--- config.mk ---
export PLATFORM = sky130hd
export DESIGN_NAME = mavg_stream
export DESIGN_NICKNAME = d
export VERILOG_FILES = /design/src/rtl/mavg_stream.sv
export SDC_FILE = /design/constraint.sdc
export NUM_CORES = 1
export LEC_CHECK = 0
export ABC_AREA = 1
export BUFFER_PORTS_ARGS = -buffer_cell sky130_fd_sc_hd__buf_2
export CORE_ASPECT_RATIO = 1.25
export CORE_MARGIN = 4
export CORE_UTILIZATION = 55
export DETAILED_ROUTE_END_ITERATION = 10
export PLACE_DENSITY = 0.81
export SKIP_LAST_GASP = 1
export SLEW_MARGIN = 30
export SYNTH_ARGS = -nofsm -noshare
export SYNTH_HDL_FRONTEND = slang
export SYNTH_SLANG_ARGS = --single-unit
--- constraint.sdc ---
create_clock -name clk -period 4.4 [get_ports clk]
set_input_delay 0.88 -clock clk [delete_from_list [all_inputs] [get_ports clk]]
set_output_delay 0.88 -clock clk [all_outputs]
set_load 0.1 [all_outputs]
--- src/rtl/mavg_stream.sv ---
`default_nettype none
// ============================================================================
// Module : mavg_stream
// Brief  : Multi-channel streaming boxcar filter, emits floor(sum/WIN) per sample
// Rev    : 1.0  initial release
// ============================================================================
module mavg_stream #(
  parameter int DATA_W = 8,
  parameter int WIN    = 5,
  parameter int CH     = 1,
  parameter int PRIME  = 0
) (
  input  logic                                   clk,
  input  logic                                   rst,
  input  logic                                   clear,
  input  logic                                   in_valid,
  output logic                                   in_ready,
  input  logic [DATA_W-1:0]                      in_data,
  input  logic [((CH > 1) ? $clog2(CH) : 1)-1:0] in_ch,
  output logic                                   out_valid,
  input  logic                                   out_ready,
  output logic [DATA_W-1:0]                      out_data,
  output logic [((CH > 1) ? $clog2(CH) : 1)-1:0] out_ch,
  output logic                                   err_ch
);

  localparam int CH_W   = (CH > 1) ? $clog2(CH) : 1;
  localparam int PTR_W  = (WIN > 1) ? $clog2(WIN) : 1;
  localparam int FILL_W = $clog2(WIN + 1);
  localparam int SUM_W  = DATA_W + FILL_W;

  localparam logic [CH_W:0]     c_ch_num    = (CH_W + 1)'(CH);
  localparam logic [PTR_W-1:0]  c_ptr_last  = PTR_W'(WIN - 1);
  localparam logic [FILL_W-1:0] c_fill_full = FILL_W'(WIN);
  localparam logic [SUM_W-1:0]  c_win       = SUM_W'(WIN);

  logic [DATA_W-1:0] r_buf  [CH][WIN];
  logic [SUM_W-1:0]  r_sum  [CH];
  logic [PTR_W-1:0]  r_ptr  [CH];
  logic [FILL_W-1:0] r_fill [CH];

  logic              r_s1_valid;
  logic [SUM_W-1:0]  r_s1_sum;
  logic [CH_W-1:0]   r_s1_ch;
  logic              r_out_valid;
  logic [DATA_W-1:0] r_out_data;
  logic [CH_W-1:0]   r_out_ch;
  logic              r_err_ch;

  logic              w_advance;
  logic              w_accept;
  logic              w_ch_ok;
  logic              w_emit;
  logic [CH_W-1:0]   w_cidx;
  logic [DATA_W-1:0] w_oldest;
  logic [SUM_W-1:0]  w_sum_nxt;
  logic [SUM_W-1:0]  w_quot;
  logic [PTR_W-1:0]  w_ptr_nxt;
  logic [FILL_W-1:0] w_fill_nxt;

  assign w_advance = !r_out_valid || out_ready;
  assign in_ready  = w_advance && !clear && !rst;
  assign w_accept  = in_valid && in_ready;
  assign w_ch_ok   = {1'b0, in_ch} < c_ch_num;
  // Out-of-range tags read channel 0 but never commit, keeping indices in bounds.
  assign w_cidx    = w_ch_ok ? in_ch : '0;
  assign w_oldest  = r_buf[w_cidx][r_ptr[w_cidx]];

  assign w_sum_nxt  = r_sum[w_cidx] + {{FILL_W{1'b0}}, in_data} - {{FILL_W{1'b0}}, w_oldest};
  assign w_fill_nxt = (r_fill[w_cidx] == c_fill_full) ? c_fill_full : r_fill[w_cidx] + FILL_W'(1);
  assign w_ptr_nxt  = (r_ptr[w_cidx] == c_ptr_last) ? '0 : r_ptr[w_cidx] + PTR_W'(1);
  assign w_emit     = (PRIME != 0) || (w_fill_nxt == c_fill_full);
  assign w_quot     = r_s1_sum / c_win;

  always_ff @(posedge clk or posedge rst) begin
    if (rst) begin
      for (int c = 0; c < CH; c++) begin
        r_sum[c]  <= '0;
        r_ptr[c]  <= '0;
        r_fill[c] <= '0;
        for (int i = 0; i < WIN; i++) r_buf[c][i] <= '0;
      end
    end else if (clear) begin
      for (int c = 0; c < CH; c++) begin
        r_sum[c]  <= '0;
        r_ptr[c]  <= '0;
        r_fill[c] <= '0;
        for (int i = 0; i < WIN; i++) r_buf[c][i] <= '0;
      end
    end else if (w_accept && w_ch_ok) begin
      r_buf[w_cidx][r_ptr[w_cidx]] <= in_data;
      r_sum[w_cidx]  <= w_sum_nxt;
      r_ptr[w_cidx]  <= w_ptr_nxt;
      r_fill[w_cidx] <= w_fill_nxt;
    end
  end

  // Both stages move together; a held stage 2 also freezes stage 1.
  always_ff @(posedge clk or posedge rst) begin
    if (rst) begin
      r_s1_valid  <= 1'b0;
      r_s1_sum    <= '0;
      r_s1_ch     <= '0;
      r_out_valid <= 1'b0;
      r_out_data  <= '0;
      r_out_ch    <= '0;
      r_err_ch    <= 1'b0;
    end else if (clear) begin
      r_s1_valid  <= 1'b0;
      r_out_valid <= 1'b0;
      r_err_ch    <= 1'b0;
    end else begin
      r_err_ch <= w_accept && !w_ch_ok;
      if (w_advance) begin
        r_s1_valid  <= w_accept && w_ch_ok && w_emit;
        r_s1_sum    <= w_sum_nxt;
        r_s1_ch     <= w_cidx;
        r_out_valid <= r_s1_valid;
        if (r_s1_valid) begin
          r_out_data <= w_quot[DATA_W-1:0];
          r_out_ch   <= r_s1_ch;
        end
      end
    end
  end

  assign out_valid = r_out_valid;
  assign out_data  = r_out_data;
  assign out_ch    = r_out_ch;
  assign err_ch    = r_err_ch;

endmodule
`default_nettype wire
==> impl_metrics.ini <==
[global_routing]
grt_start_max_net_pins = 43
global_route.overflow_total = 0
grt_pass1_vias = 3773
antenna_found_initial = 0
grt_first_pass_wirelength_um = 17000
globalRouteTotalUtil_pct = 22.3

[logic_synthesis]
synth-edff-count = 0
synth.distinct_cells = 35
synthFlopType = sky130_fd_sc_hd__dfrtp_1
syn_inst = 549
register_bit_total_from_synthesis = 79
ys_warn_count = 0
async_reset_ff_share_pct = 100
mappedNetlistArea_sq_mm = 0.00450
avgSynthCellArea_sq_um = 8.19
synth_fp_nets = 584
seq_area_frac_synth_pct = 44.0

[critical_path]
timing.reg2reg.setup_slack_ns = 0.60
timing.critical_path.required_ns = 4.62
crit_top_cell = sky130_fd_sc_hd__nand2_1
timing.critical_path.arrival_ns = 4.02
cpLargestDelayFamily = compound AO/OA/AOI/OAI gates
crit_path_end_kind = flop
max_stage_delay_ns = 0.51
timing.critical_path.fanout_max = 5
timing_worst_setup_path_type = reg2reg
worst_path_max_delay_cell = sky130_fd_sc_hd__fa_1
timing.critical_path.cells = inv_1 > nor3_1 > inv_1 > nor2_1 > a221oi_1 > o211ai_1 > fa_1 > inv_1 > fa_1 > nand3_1 > nand2_1 > nand2_1 > nand2_1 > a21oi_1 > nor2_1 > o21ai_0 > nand2_1 > a21o_1 > a21oi_1 > xor2_1 > o21ai_0
timing.critical_path.from_type = flop
timing.critical_path.buf_inv = 3

[power]
power_density_mw_per_mm2 = 691
irDropWorstVdd_v = 0.00108
power_leakage_nw = 2.49

[clocking]
clkSinkCount = 79
cts_post_setup_buffers_inserted = 0
number_of_hold_repair_buffers_added_at_the_cts_stage = 0
cts-buffers-inserted = 9
clk_pin_slew_worst_paths_ns = 0.08
cts_buffer_depth = 2
htree_num_levels = 3
clock_latency_ns = 0.36
cts_tree = yes
postCtsResizedCells = 0
cts.root.buffer_cell = sky130_fd_sc_hd__clkbuf_8

[detailed_routing]
post-route-drc-count = 0
route.antenna.remaining_nets = 0
via_per_inst = 5.61
route.vias.total = 3798
routed_wire_length_per_instance_um = 14.3
detailedRoute.firstIterationViolations = 253
detailed_routing_iterations_pass_1 = 5
totalWireLength_um = 9690

[worst_hold_path]
worst_hold_path_type = reg2reg

[sta]
setup_total_negative_slack_ns = 0
worst_slack_ns = 0.596
final_critical_path_required_period_ns = 3.80
report.final.hold_viol_count = 0
rsz_0062_raised_after_global_routing = false
relSlewSlack_pct = 45.8
setup-violations-final = 0
final.setup_skew_ns = 0.0112
timing_max_transition_violations_final = 0
fmaxAchievable_mhz = 263
fin_crit_sh_pct = 86.4
max_slew.worst_pin.slew_ns = 0.812

[placement]
post-dp-hpwl_um = 7080
preCtsSetupSlack_ns = 0.641
port_buf_inserts = 24
last_weighted_congestion_value_of_the_routability_driven_placer = 0.916

[floorplan]
coreArea_sq_mm = 0.00788
dieArea_sq_mm = 0.00970
initial_core_utilization_pct = 57.0
die-width_um = 88.9
die_height_um = 109
ioPinCount = 26
std_cell_rows = 36

[job]
max_capacitance_violation_count = 0

[cells_and_area]
antenna_cells = 0
post_route_cells_drive_above_1_share_pct = 15.5
fin_nets = 612
num-fill-cells = 632
area_growth_pct = 10.9
mostFrequentLayoutCell = sky130_fd_sc_hd__nand2_1
top_library_cells_by_usage_in_the_layout_fill_and_taps_aside = sky130_fd_sc_hd__nand2_1 (100), sky130_fd_sc_hd__inv_1 (82), sky130_fd_sc_hd__dfrtp_1 (79), sky130_fd_sc_hd__nand3_1 (60), sky130_fd_sc_hd__o21ai_0 (47)

[run_status]
outcome = finished, final reports clean
[where the power goes]
part	switching [W]	internal (W)	total [W]
registers	0.0000421	0.000773	0.000815
clock network	0.000277	0.000394	0.000671
logic	0.00132	0.000636	0.00196
total	0.00164	0.00180	0.00345
[metal layers]
layer | vias up | GRT usage (%) | wire [um] | part of all wire, %
met1 | 1800 | 27.5 | 4130 | 43
met5 | - | 0 | 0 | 0
li1 | 1873 | - | - | -
met4 | 0 | 10.2 | 281 | 2.9
met2 | 106 | 38.0 | 4900 | 51
met3 | 19 | 3.33 | 379 | 3.9
[synth_stat cells (6+ instances only)]
| cell type | number | area [sq um] |
|---|---|---|
| sky130_fd_sc_hd__nor2_1 | 24 | 90.1 |
| sky130_fd_sc_hd__dfrtp_1 | 79 | 1980 |
| sky130_fd_sc_hd__a21oi_1 | 13 | 65.1 |
| sky130_fd_sc_hd__a31oi_1 | 7 | 43.8 |
| sky130_fd_sc_hd__inv_2 | 6 | 22.5 |
| sky130_fd_sc_hd__o22ai_1 | 22 | 138 |
| sky130_fd_sc_hd__nand3_1 | 60 | 300 |
| sky130_fd_sc_hd__clkbuf_1 | 14 | 52.6 |
| sky130_fd_sc_hd__nand2_4 | 7 | 78.8 |
| sky130_fd_sc_hd__nand2_2 | 18 | 113 |
| sky130_fd_sc_hd__ha_1 | 13 | 163 |
| sky130_fd_sc_hd__o21ai_0 | 47 | 235 |
| sky130_fd_sc_hd__fa_1 | 8 | 160 |
| sky130_fd_sc_hd__inv_1 | 84 | 315 |
| sky130_fd_sc_hd__nand2_1 | 100 | 375 |
[cell families after synthesis]
group / count (synthesis) / synth area share [%]
fa+ha+maj: 21 / 7.18
flops: 79 / 44.0
simple gates: 221 / 23.4
buf+inv: 107 / 9.02
other cells: 1 / 0.0834
xor+xnor: 9 / 1.75
compound gates: 111 / 14.6
[worst reg2reg max path: stages (launching register included)]
cell and delay [ns]:
sky130_fd_sc_hd__dfrtp_1 0.42, sky130_fd_sc_hd__inv_1 0.13, sky130_fd_sc_hd__nor3_1 0.08, sky130_fd_sc_hd__inv_1 0.17, sky130_fd_sc_hd__nor2_1 0.07, sky130_fd_sc_hd__a221oi_1 0.20
sky130_fd_sc_hd__o211ai_1 0.15, sky130_fd_sc_hd__fa_1 0.51, sky130_fd_sc_hd__inv_1 0.07, sky130_fd_sc_hd__fa_1 0.46, sky130_fd_sc_hd__nand3_1 0.12, sky130_fd_sc_hd__nand2_1 0.06
sky130_fd_sc_hd__nand2_1 0.08, sky130_fd_sc_hd__nand2_1 0.06, sky130_fd_sc_hd__a21oi_1 0.20, sky130_fd_sc_hd__nor2_1 0.06, sky130_fd_sc_hd__o21ai_0 0.14, sky130_fd_sc_hd__nand2_1 0.10
sky130_fd_sc_hd__a21o_1 0.16, sky130_fd_sc_hd__a21oi_1 0.15, sky130_fd_sc_hd__xor2_1 0.18, sky130_fd_sc_hd__o21ai_0 0.10
[area by class of cell]
type | instances | area (sq um) | share of cell area (%)
Multi-Input combinational cell | 363 | 2110 | 42.4
Sequential cell | 79 | 1980 | 39.6
Inverter | 90 | 338 | 6.77
Timing Repair Buffer | 34 | 195 | 3.91
Clock buffer | 11 | 141 | 2.83
Tap cell | 95 | 119 | 2.38
Clock inverter | 5 | 104 | 2.08
[metrics by stage]
step	util [%]	std cells	instance area (sq um)	power (W)	hold WS, ns
after floorplan	-	549	4500	0.00248	0.473
after global placement	60.2	661	4740	0.00268	0.493
after detailed placement	60.2	661	4740	0.00278	0.501
after CTS	63.3	677	4990	0.00345	0.521
after global routing	63.3	677	4990	0.00376	0.547
final	63.3	677	4990	0.00345	0.516
[state kept, by name, summed over array words and instances (netlist names)]
register	cells
out_data	8
r_sum	11
r_s1_valid	1
r_ptr	3
out_valid	1
r_fill	3
r_buf	40
r_s1_sum	11
err_ch	1
[worst paths after layout]
kind | start | endpoint | cells after the start
setup / recovery | r_ptr[1] | r_sum[10] | 21
min in group asynchronous | rst | err_ch | 2
hold reg to reg | r_buf[16] | r_buf[16] | 2
setup reg to reg | r_ptr[1] | r_sum[10] | 21
max in group asynchronous | rst | r_sum[4] | 3
hold / removal | r_buf[16] | r_buf[16] | 2
Note: power is estimated with default switching activity, not from simulation.
